File: src/rtl/alu_op_sequencer.sv
// Front-end sequencer for the 8-bit ALU: collects command/operand bytes, issues them
// to the ALU from registers and holds the captured result on a valid/ready port.
module alu_op_sequencer #(
  parameter int unsigned WIDTH           = 8,
  parameter bit          SKIP_B_ON_SHIFT = 1'b1
) (
  input  logic             clk,
  input  logic             rst,
  input  logic [WIDTH-1:0] in_data,
  input  logic             in_valid,
  output logic             in_ready,
  output logic [WIDTH-1:0] alu_a,
  output logic [WIDTH-1:0] alu_b,
  output logic [2:0]       alu_sel,
  input  logic [WIDTH-1:0] alu_result,
  input  logic             alu_zero,
  input  logic             alu_negative,
  input  logic             alu_carry,
  output logic [WIDTH-1:0] out_result,
  output logic             out_zero,
  output logic             out_negative,
  output logic             out_carry,
  output logic             out_err,
  output logic             out_valid,
  input  logic             out_ready,
  output logic [7:0]       op_count
);

  localparam int unsigned ACC_BIT = 7;
  localparam int unsigned SEL_W   = 3;

  typedef enum logic [2:0] {
    S_CMD   = 3'd0,
    S_GET_A = 3'd1,
    S_GET_B = 3'd2,
    S_EXEC  = 3'd3,
    S_OUT   = 3'd4
  } state_t;

  state_t           state;
  logic [WIDTH-1:0] acc;
  logic             in_fire;
  logic             out_fire;

  // Shift opcodes carry only one operand when the skip option is enabled.
  function automatic logic skip_b(input logic [SEL_W-1:0] sel);
    return SKIP_B_ON_SHIFT && ((sel == 3'b011) || (sel == 3'b100));
  endfunction

  assign in_ready = !rst && ((state == S_CMD) || (state == S_GET_A) || (state == S_GET_B));
  assign in_fire  = in_valid && in_ready;
  assign out_fire = out_valid && out_ready;

  always_ff @(posedge clk) begin
    if (rst) begin
      state        <= S_CMD;
      alu_a        <= '0;
      alu_b        <= '0;
      alu_sel      <= '0;
      acc          <= '0;
      out_result   <= '0;
      out_zero     <= 1'b0;
      out_negative <= 1'b0;
      out_carry    <= 1'b0;
      out_err      <= 1'b0;
      out_valid    <= 1'b0;
      op_count     <= '0;
    end else begin
      case (state)
        S_CMD: begin
          if (in_fire) begin
            alu_sel <= in_data[SEL_W-1:0];
            if (in_data[ACC_BIT]) begin
              alu_a <= acc;
              if (skip_b(in_data[SEL_W-1:0])) begin
                alu_b <= '0;
                state <= S_EXEC;
              end else begin
                state <= S_GET_B;
              end
            end else begin
              state <= S_GET_A;
            end
          end
        end
        S_GET_A: begin
          if (in_fire) begin
            alu_a <= in_data;
            if (skip_b(alu_sel)) begin
              alu_b <= '0;
              state <= S_EXEC;
            end else begin
              state <= S_GET_B;
            end
          end
        end
        S_GET_B: begin
          if (in_fire) begin
            alu_b <= in_data;
            state <= S_EXEC;
          end
        end
        // ALU inputs have been stable for a full cycle; capture its outputs.
        S_EXEC: begin
          out_result   <= alu_result;
          out_zero     <= alu_zero;
          out_negative <= alu_negative;
          out_carry    <= alu_carry;
          out_err      <= (alu_sel >= 3'b101);
          out_valid    <= 1'b1;
          state        <= S_OUT;
        end
        S_OUT: begin
          if (out_fire) begin
            out_valid <= 1'b0;
            acc       <= out_result;
            op_count  <= op_count + 8'(1);
            state     <= S_CMD;
          end
        end
        default: state <= S_CMD;
      endcase
    end
  end

endmodule

File: config.mk
export PLATFORM = sky130hd
export DESIGN_NAME = alu_op_sequencer
export DESIGN_NICKNAME = d
export VERILOG_FILES = /design/src/rtl/alu_op_sequencer.sv
export SDC_FILE = /design/constraint.sdc
export NUM_CORES = 1
export LEC_CHECK = 0
export CAP_MARGIN = 20
export CELL_PAD_IN_SITES_DETAIL_PLACEMENT = 0
export CELL_PAD_IN_SITES_GLOBAL_PLACEMENT = 2
export CORE_MARGIN = 3
export CORE_UTILIZATION = 25
export CTS_CLUSTER_DIAMETER = 120
export DETAILED_ROUTE_END_ITERATION = 16
export GPL_ROUTABILITY_DRIVEN = 0
export HOLD_SLACK_MARGIN = 0.1
export PLACE_DENSITY_LB_ADDON = 0.25
export SYNTH_ARGS = -nofsm -noshare
export SYNTH_HDL_FRONTEND = slang
export SYNTH_SLANG_ARGS = --single-unit
File: constraint.sdc
create_clock -name clk -period 1.4 [get_ports clk]
set_input_delay 0.28 -clock clk [delete_from_list [all_inputs] [get_ports clk]]
set_output_delay 0.28 -clock clk [all_outputs]
set_load 0.1 [all_outputs]
After elaboration in Yosys (flattened, before gate mapping)
Index checks and enable logic that the tools add are counted.
Widths: inputs -> output; s select.
{"block": "word_totals", "output_inout_bits": 41, "wordCells": 67, "in_bits": 23, "register_bits": 51}
{"block": "op_classes", "add_sub_neg": 1, "reduce_logical": 18, "eq_ne": 15, "muxes": 20, "order_cmp": 1}
{"cell": "$mux 8", "count": 8}
{"cell": "$pmux 8 s3", "count": 1}
{"cell": "$pmux 8 s2", "count": 1}
{"cell": "$mux 3", "count": 5}
{"cell": "$pmux 3 s5", "count": 1}
{"cell": "$eq 3x2->1 const B", "count": 4}
{"cell": "$ne 2x2->1 const B", "count": 5}
{"cell": "$eq 3x3->1 const B", "count": 3}
{"cell": "$add 8x1->8 const B", "count": 1}
{"cell": "$reduce_and 4->1", "count": 2}
{"cell": "$reduce_and 7->1", "count": 1}
{"cell": "$reduce_and 2->1", "count": 3}
{"cell": "$logic_or 1x1->1", "count": 4}
{"cell": "$ne 2x1->1 const B", "count": 2}
{"cell": "$reduce_bool 2->1", "count": 2}
{"cell": "$eq 3x1->1 const B", "count": 1}
{"cell": "$ge 3x3->1 const B", "count": 1}
{"cell": "$logic_and 1x1->1", "count": 3}
{"cell": "$logic_not 3->1", "count": 1}
{"cell": "$mux 1", "count": 3}
{"cell": "$reduce_bool 3->1", "count": 1}
{"cell": "$pmux 1 s2", "count": 1}
{"cell": "$logic_not 1->1", "count": 1}

Logic depth before layout (Yosys ltp)
Gate-level depths: netlist of run 1.
{"block": "depth", "word_depth": 7, "mapped_depth": 7}

Worst setup path before layout of run 1
Ideal clock, no wire load.
{"block": "synth_path", "path_type": "reg-to-reg", "from": "register alu_sel[2]", "to": "register alu_b[0]", "t_arrival_ns": 2.077, "t_required_ns": 1.281, "path_stages_with_launch": 5, "period_less_slack_ns": 2.196, "setup_slack_ns": -0.796, "path_cell_list": "dfxtp_1 or4b_4 o311ai_2 a41oi_4 a22o_1"}
{"block": "synth_via", "elab_chain_len": 4}
{"item": "from (decl)", "line": "14", "text": "output logic [2:0] alu_sel,"}
{"item": "from (signal assigned)", "line": "72", "text": "alu_sel <= in_data[SEL_W-1:0];"}
{"item": "$eq 3x2->1 / $eq 3x3->1 (equally long branches)", "line": "47", "text": "return SKIP_B_ON_SHIFT && ((sel == 3'b011) || (sel == 3'b100));"}
{"item": "$logic_or 1x1->1 (*)", "line": "47"}
{"item": "$ne 2x1->1 (no source line) (*)"}
{"item": "$reduce_and 7->1 (no source line) (*)"}
{"item": "to (signal assigned)", "line": "99", "text": "alu_b <= in_data;"}
{"item": "to (decl)", "line": "13", "text": "output logic [WIDTH-1:0] alu_b,"}
Every way passes the cells marked *; elsewhere a longest branch is shown, timed or not.
A chain may end at the register's enable or synchronous reset.

Worst setup path after layout of run 1
{"block": "layout_path", "from": "register alu_sel[0]", "to": "register alu_b[3]"}
Same word-level chain as after synthesis.

==> impl_metrics.ini, run 1 <==
[outcome]
violations = setup timing
outcome = complete, but fails checks

[drt]
first_pass_iters = 4
wire_per_inst_um = 14.3
routed_wl_um = 6080
via_per_inst = 4.47
ant_nets = 0
vias = 1897
drc = 0
drtIter0Drc = 26

[synthesis]
yosysTopAreaCell = dfxtp_1
ys_ff_latch = 51
yosysWarnings = 0
yosysSeqAreaShare_pct = 47.4
syn_area_um2 = 2160
yosys.cell_types.count = 42
syn-instance-count = 222
synth_area_leaders = dfxtp_1 47%, mux2i_1 9.3%, nor2_1 5.4%
synth_top_area_share_pct = 47.4
syn_area_per_cell_um2 = 9.71
synth_nets = 246

[floorplanning]
core_area_um2 = 8300
die_height_um = 98.9
ios = 64
initial_core_util_pct = 26.0
fp-row-count = 33
die_area_um2 = 9770
fp.dieW_um = 98.9

[timing]
fin_crit_ns = 1.53
max_freq_mhz = 655
maxSlewHeadroom_pct = 76.6
tightest_slew_ns = 0.350
timing_max_transition_violations_final = 0
finalHoldViolCount = 0
setup_ws_ns = -0.127
setup_violations = 17
min_period_over_period_pct = 109
skew_ns = 0.00763
rsz0062_at_grt = yes

[clock_tree]
clock_latency_ns = 0.30
root_buffer = clkbuf_8
clock-sinks = 51
ctsHoldBuffers = 0
clk_pin_slew_ns = 0.10
cts-buffers-inserted = 5
htreeDepth = 2
cts.path.max_buffers = 2
cts_tree = yes

[critical_path]
cpPeakStageDelay_ns = 0.54
worstPathCellList = or4b_4, o311ai_4, a41oi_4, a22o_1
critical_path_arrival_ns = 1.73
r2r_cells = 4
r2r_end = alu_b[3]
r2r_setup_slack_ns = -0.13
crit_end = alu_b[3]
crit_type = register to register
startpoint_type = register
crit_path_end_kind = register
cp_slowest_cell = or4b_4
cp-startpoint = alu_sel[0]
path_delay_family = simple AND/OR/NAND/NOR gates
required_ns = 1.60
cp_num_buf_inv = 0
worstPathMaxFanout = 8
cp_num_cells = 4
r2r_start = alu_sel[0]

[power]
p_leak_uw = 0.00149
power_density_nw_per_um2 = 897
irDropWorstVdd_uv = 412

[final_layout]
nets = 342
final_cell_area_um2 = 3930
diodes = 0
area.growth.synth_to_final_pct = 82.2
drive_above_1_share_pct = 42.0

[global_route]
grt_pass1_wl_um = 9810
grt_pass1_vias = 1888
grtUsageTotal_pct = 12.4
grt_overflow = 0
antenna_found_initial = 0
grt_max_degree = 24

[min_path]
min_path_type = primary input to register
min-delay-start = in_valid

[placed_design]
portBuffers = 63
dp_worst_setup_slack_ns = -0.401
dp_hpwl_um = 4230
placed_area_um2 = 3520

[job]
max_cap_violations = 0
==> metrics by stage <==
step | util, % | instances | hold slack [ns] | power (µW) | setup TNS [ns]
finish | 47.3 | 424 | 0.445 | 3530 | -1.16
global route | 47.3 | 424 | 0.438 | 3670 | -2.32
CTS | 46.1 | 419 | 0.429 | 3570 | -1.61
detailed placement | 42.4 | 404 | 0.489 | 2440 | -10.69
global placement | 42.4 | 404 | 0.476 | 2440 | -9.83
floorplan | - | 222 | 0.413 | 2070 | -2.38
==> worst min path at each step <==
stage                      endpoint  cells after the start
after global routing       state[1]                      3
final                      state[1]                      3
after floorplan            alu_b[0]                      1
after detailed placement  out_carry                      2
after global placement      out_err                      2
after CTS                  state[1]                      3
==> area by class of cell <==
cell class	instances	area [µm²]
clock buffers	7	108
clock inverters	1	8.76
fillers	782	4370
inverters	1	3.75
multi-input cells	156	1170
flip-flops and latches	51	1070
well taps	105	131
repair buffers	103	1440
==> state kept, by name (all words and copies together) (netlist names) <==
signal and flops:
out_zero 1, state 3, alu_sel 3, out_err 1, out_result 8, out_valid 1, alu_a 8, alu_b 8
out_carry 1, out_negative 1, op_count 8, acc 8
==> worst register-to-register path, stage by stage, from the launching register on <==
cell and delay (ns):
dfxtp_4 0.35, or4b_4 0.54, o311ai_4 0.09, a41oi_4 0.22
a22o_1 0.23
==> placed cells by master (no fill, tap or decap), types with 5 or more instances in the layout <==
cell type / count
nand2_1: 29
dfxtp_1: 36
buf_12: 42
a21oi_1: 16
buf_4: 24
dfxtp_4: 12
mux2i_1: 16
buf_6: 13
a22o_1: 8
clkdlybuf4s50_1: 18
a211oi_2: 5
clkbuf_8: 6
nor2_1: 29
==> cell usage after synthesis, drive strengths merged <==
library cell and number:
o22ai 1, xnor2 4, dfxtp 51, nand3 2, a211oi 8, or4b 1, buf 5, nor4 1
nand3b 2, nor2 31, o311ai 2, or3 1, a41oi 1, nand4b 1, a22o 8, a41o 1
inv 1, a21oi 17, nand2b 2, o211ai 1, and4 1, nand2 30, nand4bb 1, ha 1
mux2 1, and3 1, o21ai 3, mux2i 20, nor3b 1, and2 2, clkbuf 9, nand4 2
xor2 1, nor3 4, nor2b 2, a21boi 1, or2 1
==> report_power, final <==
| part | switching, µW | leakage, µW | internal [µW] | total [µW] |
|---|---|---|---|---|
| combinational | 537 | 0.00101 | 426 | 963 |
| clock | 506 | 0.0000600 | 517 | 1020 |
| sequential | 57.4 | 0.000424 | 1480 | 1540 |
==> what timing repair did <==
item | CTS | global route
endpoints found under the setup margin | 41 | 28
gates cloned | 2 | 1
pin swaps | 9 | 15
setup buffers | 5 | 5
gates resized for setup | 34 | 15
==> routing by layer <==
metal	track usage [%]	routed length (µm)	share of wire, %
met2	19.4	2840	47
met5	0	0	0
met4	3.15	34	0.56
met3	3.47	290	4.8
met1	16.9	2910	48
==> cell families after synthesis <==
logic type / Yosys count / synth area share (%)
AO/OA/AOI/OAI: 43 / 14.9
buffers and inverters: 15 / 4.82
adder cells (fa/ha/maj): 1 / 0.580
XOR/XNOR: 5 / 2.03
multiplexers: 21 / 9.81
AND/OR/NAND/NOR: 86 / 20.5
flip-flops: 51 / 47.4
No activity file was read; power rests on OpenSTA's default activity.
==> inputs of run 2 (changes only) <==
Settings changed: CORE_UTILIZATION 25 to 26, CTS_BUF_LIST set to sky130_fd_sc_hd__clkbuf_4 sky130_fd_sc_hd__clkbuf_8.
==> run 2 against run 1 <==
  * Highest routed layer unchanged
  * Via count down 0.58%
  * Clock skew up 0.0012 ns
  * Worst setup slack better by 0.024 ns
  * Largest cell class unchanged
  * Largest power group unchanged
  * Critical endpoint is now alu_b[2]
  * The run still ends with setup timing left
==> impl_metrics.ini, run 2 (synthesis gave the netlist of run 1 again) <==
[outcome]
outcome = complete, but fails checks
violations = setup timing

[placed_design]
dp_worst_setup_slack_ns = -0.341
dp_hpwl_um = 4180
portBuffers = 63

[timing]
min_period_over_period_pct = 107
max_freq_mhz = 665
timing_max_transition_violations_final = 0
finalHoldViolCount = 0
rsz0062_at_grt = yes
setup_ws_ns = -0.103
tightest_slew_ns = 0.318
skew_ns = 0.00881
maxSlewHeadroom_pct = 78.7
setup_violations = 17
fin_crit_ns = 1.50

[critical_path]
cp_slowest_cell = or4b_4
r2r_cells = 4
path_delay_family = simple AND/OR/NAND/NOR gates
required_ns = 1.61
cp_num_cells = 4
cpPeakStageDelay_ns = 0.54
worstPathCellList = or4b_4, o311ai_4, a41oi_4, a22o_1
crit_path_end_kind = register
cp_num_buf_inv = 0
worstPathMaxFanout = 8
critical_path_arrival_ns = 1.72
startpoint_type = register
crit_type = register to register

[final_layout]
nets = 339
multi_input_area_um2 = 1190
area.growth.synth_to_final_pct = 81.0
utilization_pct = 49.5
fill_cells = 718
drive_above_1_share_pct = 42.7
layout_commonest_cell = buf_12
diodes = 0
register_area_um2 = 1070
final_cell_mix = 42 x buf_12, 36 x dfxtp_1, 29 x nand2_1

[clock_tree]
cts_tree = yes
clock-sinks = 51
clk_pin_slew_ns = 0.10
cts.path.max_buffers = 2
root_buffer = clkbuf_8
ctsHoldBuffers = 0
clock_latency_ns = 0.31
htreeDepth = 2
cts-buffers-inserted = 5

[drt]
drc = 0
routed_wl_um = 6040
wire_per_inst_um = 14.5
first_pass_iters = 4
drtIter0Drc = 89
vias = 1886
via_per_inst = 4.51
ant_nets = 0

[power]
irDropWorstVdd_uv = 400
power_density_nw_per_um2 = 920
p_leak_uw = 0.00147

[global_route]
grtUsageTotal_pct = 12.9
grt_pass1_vias = 1847
antenna_found_initial = 0
grt_pass1_wl_um = 9870
grt_max_degree = 23
met2_usage_pct = 19.1
use_met3_pct = 3.16
grt_overflow = 0
gr-usage-met1_pct = 18.7
top_usage_layer = met2

[floorplanning]
fp.dieW_um = 97.1
initial_core_util_pct = 27.3
die_area_um2 = 9420
ios = 64
fp-row-count = 32
die_height_um = 97.1
core_area_um2 = 7890

[job]
max_cap_violations = 0

[min_path]
hold_depth = 5
min_path_type = primary input to register
run 2: cell count changes in the layout (fill, tap and decap cells not counted), sizes merged, moves of 2 or more:
cell	before	now
buf	80	78
clkbuf	8	6
clkdlybuf4s50	18	20
dlygate4sd2	2	0
run 2: final timing paths:
kind                                 start  endpoint  slack (ns)
worst max-delay path            alu_sel[0]  alu_b[2]       -0.10
worst min-delay path                   rst  state[0]        0.49
worst max register to register  alu_sel[0]  alu_b[2]       -0.10
worst min register to register     out_err   out_err        0.50
run 2: per-layer routing:
metal | part of all wire, % | up-vias
li1 | - | 961
met4 | 1.3 | 0
met2 | 45 | 46
met5 | 0 | -
met3 | 5.0 | 7
met1 | 49 | 872
run 2: through the flow:
stage	area, µm²	instances	power (µW)	hold WS [ns]	setup TNS, ns
2_1_floorplan	2210	222	2070	0.413	-2.38
3_3_place_gp	3510	400	2440	0.473	-9.86
3_5_place_dp	3510	400	2440	0.483	-9.90
4_1_cts	3770	416	3570	0.475	-1.53
5_1_grt	3900	418	3730	0.484	-2.64
6_report	3900	418	3590	0.488	-1.08
run 2: power by group:
group,switching (µW),total (µW),internal (µW)
sequential,64.2,1550,1480
combinational,540,967,427
clock,533,1080,543
run 2: cell type report:
| cell class | count | share of cell area (%) |
|---|---|---|
| clock buffers | 5 | 1.76 |
| clock inverters | 3 | 1.22 |
| inverters | 1 | 0.0962 |
| multi-input cells | 156 | 30.5 |
| flip-flops and latches | 51 | 27.4 |
| well taps | 102 | 3.27 |
| repair buffers | 100 | 35.8 |
run 2: worst reg2reg max path: stages, from the launching register on:
cell and delay, ns:
dfxtp_4 0.35, or4b_4 0.54, o311ai_4 0.09, a41oi_4 0.21
a22o_1 0.22
run 2: timing repair:
item | in CTS | in global routing
cloned | 1 | 1
pin swaps | 11 | 16
setup buffers | 7 | 2
endpoints found under the setup margin | 41 | 33
resized for setup | 19 | 34
==> inputs of run 3 (changes only) <==
Settings changed: CAP_MARGIN 20 to 10, CORE_UTILIZATION 26 to 29, PLACE_DENSITY set to 0.92, PLACE_DENSITY_LB_ADDON 0.25 to unset.
Clock period 1.4 ns to 1.7 ns, I/O delays scaled along.
==> run 3 against run 2 <==
  * Critical path type unchanged
  * Non-clock buffer count down 19
  * Largest cell class unchanged
  * Register-to-register slack better by 0.18 ns
  * Hold slack better by 0.0042 ns
  * The flow now finishes without violations
  * Routed wire length shrank 9.3%
  * Critical endpoint is now alu_b[1]
  * Flip-flop and latch count unchanged
  * Clock power is 20% lower
==> impl_metrics.ini, run 3 (synthesis gave the netlist of run 1 again) <==
[final_layout]
fill_cells = 639
final_cell_mix = 43 x buf_12, 40 x dfxtp_1, 30 x nand2_1, 30 x nor2_1, 21 x clkdlybuf4s50_1
drive_above_1_share_pct = 30.6
diodes = 0
multi_input_area_um2 = 1050
area.growth.synth_to_final_pct = 63.5
register_area_um2 = 1040
layout_commonest_cell = buf_12
stdcell_count = 393
nets = 320

[critical_path]
worstPathMaxFanout = 8
crit_type = register to register
cp-startpoint = alu_sel[0]
cpPeakStageDelay_ns = 0.54
worstPathCellList = or4b_4, o311ai_2, a41oi_4, a22o_1
critical_path_arrival_ns = 1.83
r2r_start = alu_sel[0]
cp_num_buf_inv = 0
crit_path_end_kind = register
startpoint_type = register
required_ns = 1.90
path_delay_family = compound AO/OA/AOI/OAI gates
cp_slowest_cell = or4b_4

[power]
p_leak_uw = 0.00128
internal_power_uw = 1950
power_density_nw_per_um2 = 799
irDropWorstVdd_uv = 424
power_frac_comb_pct = 23.7
pwr-share-clk_pct = 30.7
pwr-share-seq_pct = 45.6
switching_share_pct = 30.8
p_sw_uw = 869

[clock_tree]
root_buffer = clkbuf_8
clock-sinks = 51
clock_latency_ns = 0.30
cts_tree = yes
clk_pin_slew_ns = 0.10
cts.path.max_buffers = 2
ctsHoldBuffers = 0
cts-buffers-inserted = 5
htreeDepth = 2

[min_path]
min-delay-start = out_err
min_path_type = register to register

[floorplanning]
core_area_um2 = 6980
fp-row-count = 30
die_height_um = 92.2
ios = 64
die_area_um2 = 8500
initial_core_util_pct = 30.9
fp.dieW_um = 92.2

[job]
max_cap_violations = 0

[global_route]
grt_pass1_wl_um = 9360
grtUsageTotal_pct = 13.6
grt_pass1_vias = 1834
grt_max_degree = 24
grt_overflow = 0
antenna_found_initial = 0

[timing]
tns_ns = 0
setup_violations = 0
fin_crit_ns = 1.63
rsz0062_at_grt = no
setup_ws_ns = 0.0745
timing_max_transition_violations_final = 0
holdWs_ns = 0.492
finalHoldViolCount = 0
maxSlewHeadroom_pct = 75.5
max_freq_mhz = 615
min_period_over_period_pct = 95.6
tightest_slew_ns = 0.366
skew_ns = 0.0102

[drt]
via_per_inst = 4.65
routed_wl_um = 5480
drtIter0Drc = 57
wire_per_inst_um = 13.9
vias = 1827
first_pass_iters = 4
ant_nets = 0
drc = 0

[outcome]
outcome = completed

[placed_design]
portBuffers = 63
dp_cells = 385
dp_worst_setup_slack_ns = -0.187
dp_hpwl_um = 4170
## run 3: worst paths after layout
kind | end | cells after the start | slack, ns
worst min-delay path | out_err | 2 | 0.49
worst max-delay path | alu_b[1] | 4 | 0.07
worst min register to register | out_err | 2 | 0.49
worst max register to register | alu_b[1] | 4 | 0.07
## run 3: worst register-to-register path, cell delays in order (launching register included)
cell and delay (ns):
dfxtp_4 0.38, or4b_4 0.54, o311ai_2 0.13, a41oi_4 0.23
a22o_1 0.25
## run 3: final cells by class
cell class	count	area share [%]
well taps	96	3.41
inverters	1	0.106
flip-flops and latches	51	29.6
multi-input cells	156	29.7
repair buffers	81	33.9
clock inverters	3	1.35
clock buffers	5	1.95
## run 3: what timing repair did
action	in CTS	in global routing
pin swaps	0	1
gates resized for setup	1	4
setup endpoints to repair	1	2
setup buffers	0	0
gates cloned	0	0
## run 3: power by group through the flow
stage | logic, µW | clock network [µW] | registers, µW
floorplan | 197 | 0 | 1510
global placement | 663 | 0 | 1310
detailed placement | 669 | 0 | 1310
CTS | 671 | 893 | 1290
global route | 703 | 946 | 1290
finish | 668 | 864 | 1280
## run 3: metal layers
layer / global-route usage, % / share of wire (%)
met1: 18.0 / 47
met3: 3.69 / 5.4
met2: 22.3 / 46
met5: 0 / 0
met4: 3.09 / 0.97
## run 3: stage by stage
step / power [µW] / util [%] / cell area (µm²)
final: 2820 / 50.5 / 3520
after global routing: 2940 / 50.5 / 3520
after CTS: 2850 / 50.3 / 3510
after detailed placement: 1980 / 48.7 / 3400
after global placement: 1980 / 48.7 / 3400
after floorplan: 1700 / - / 2180
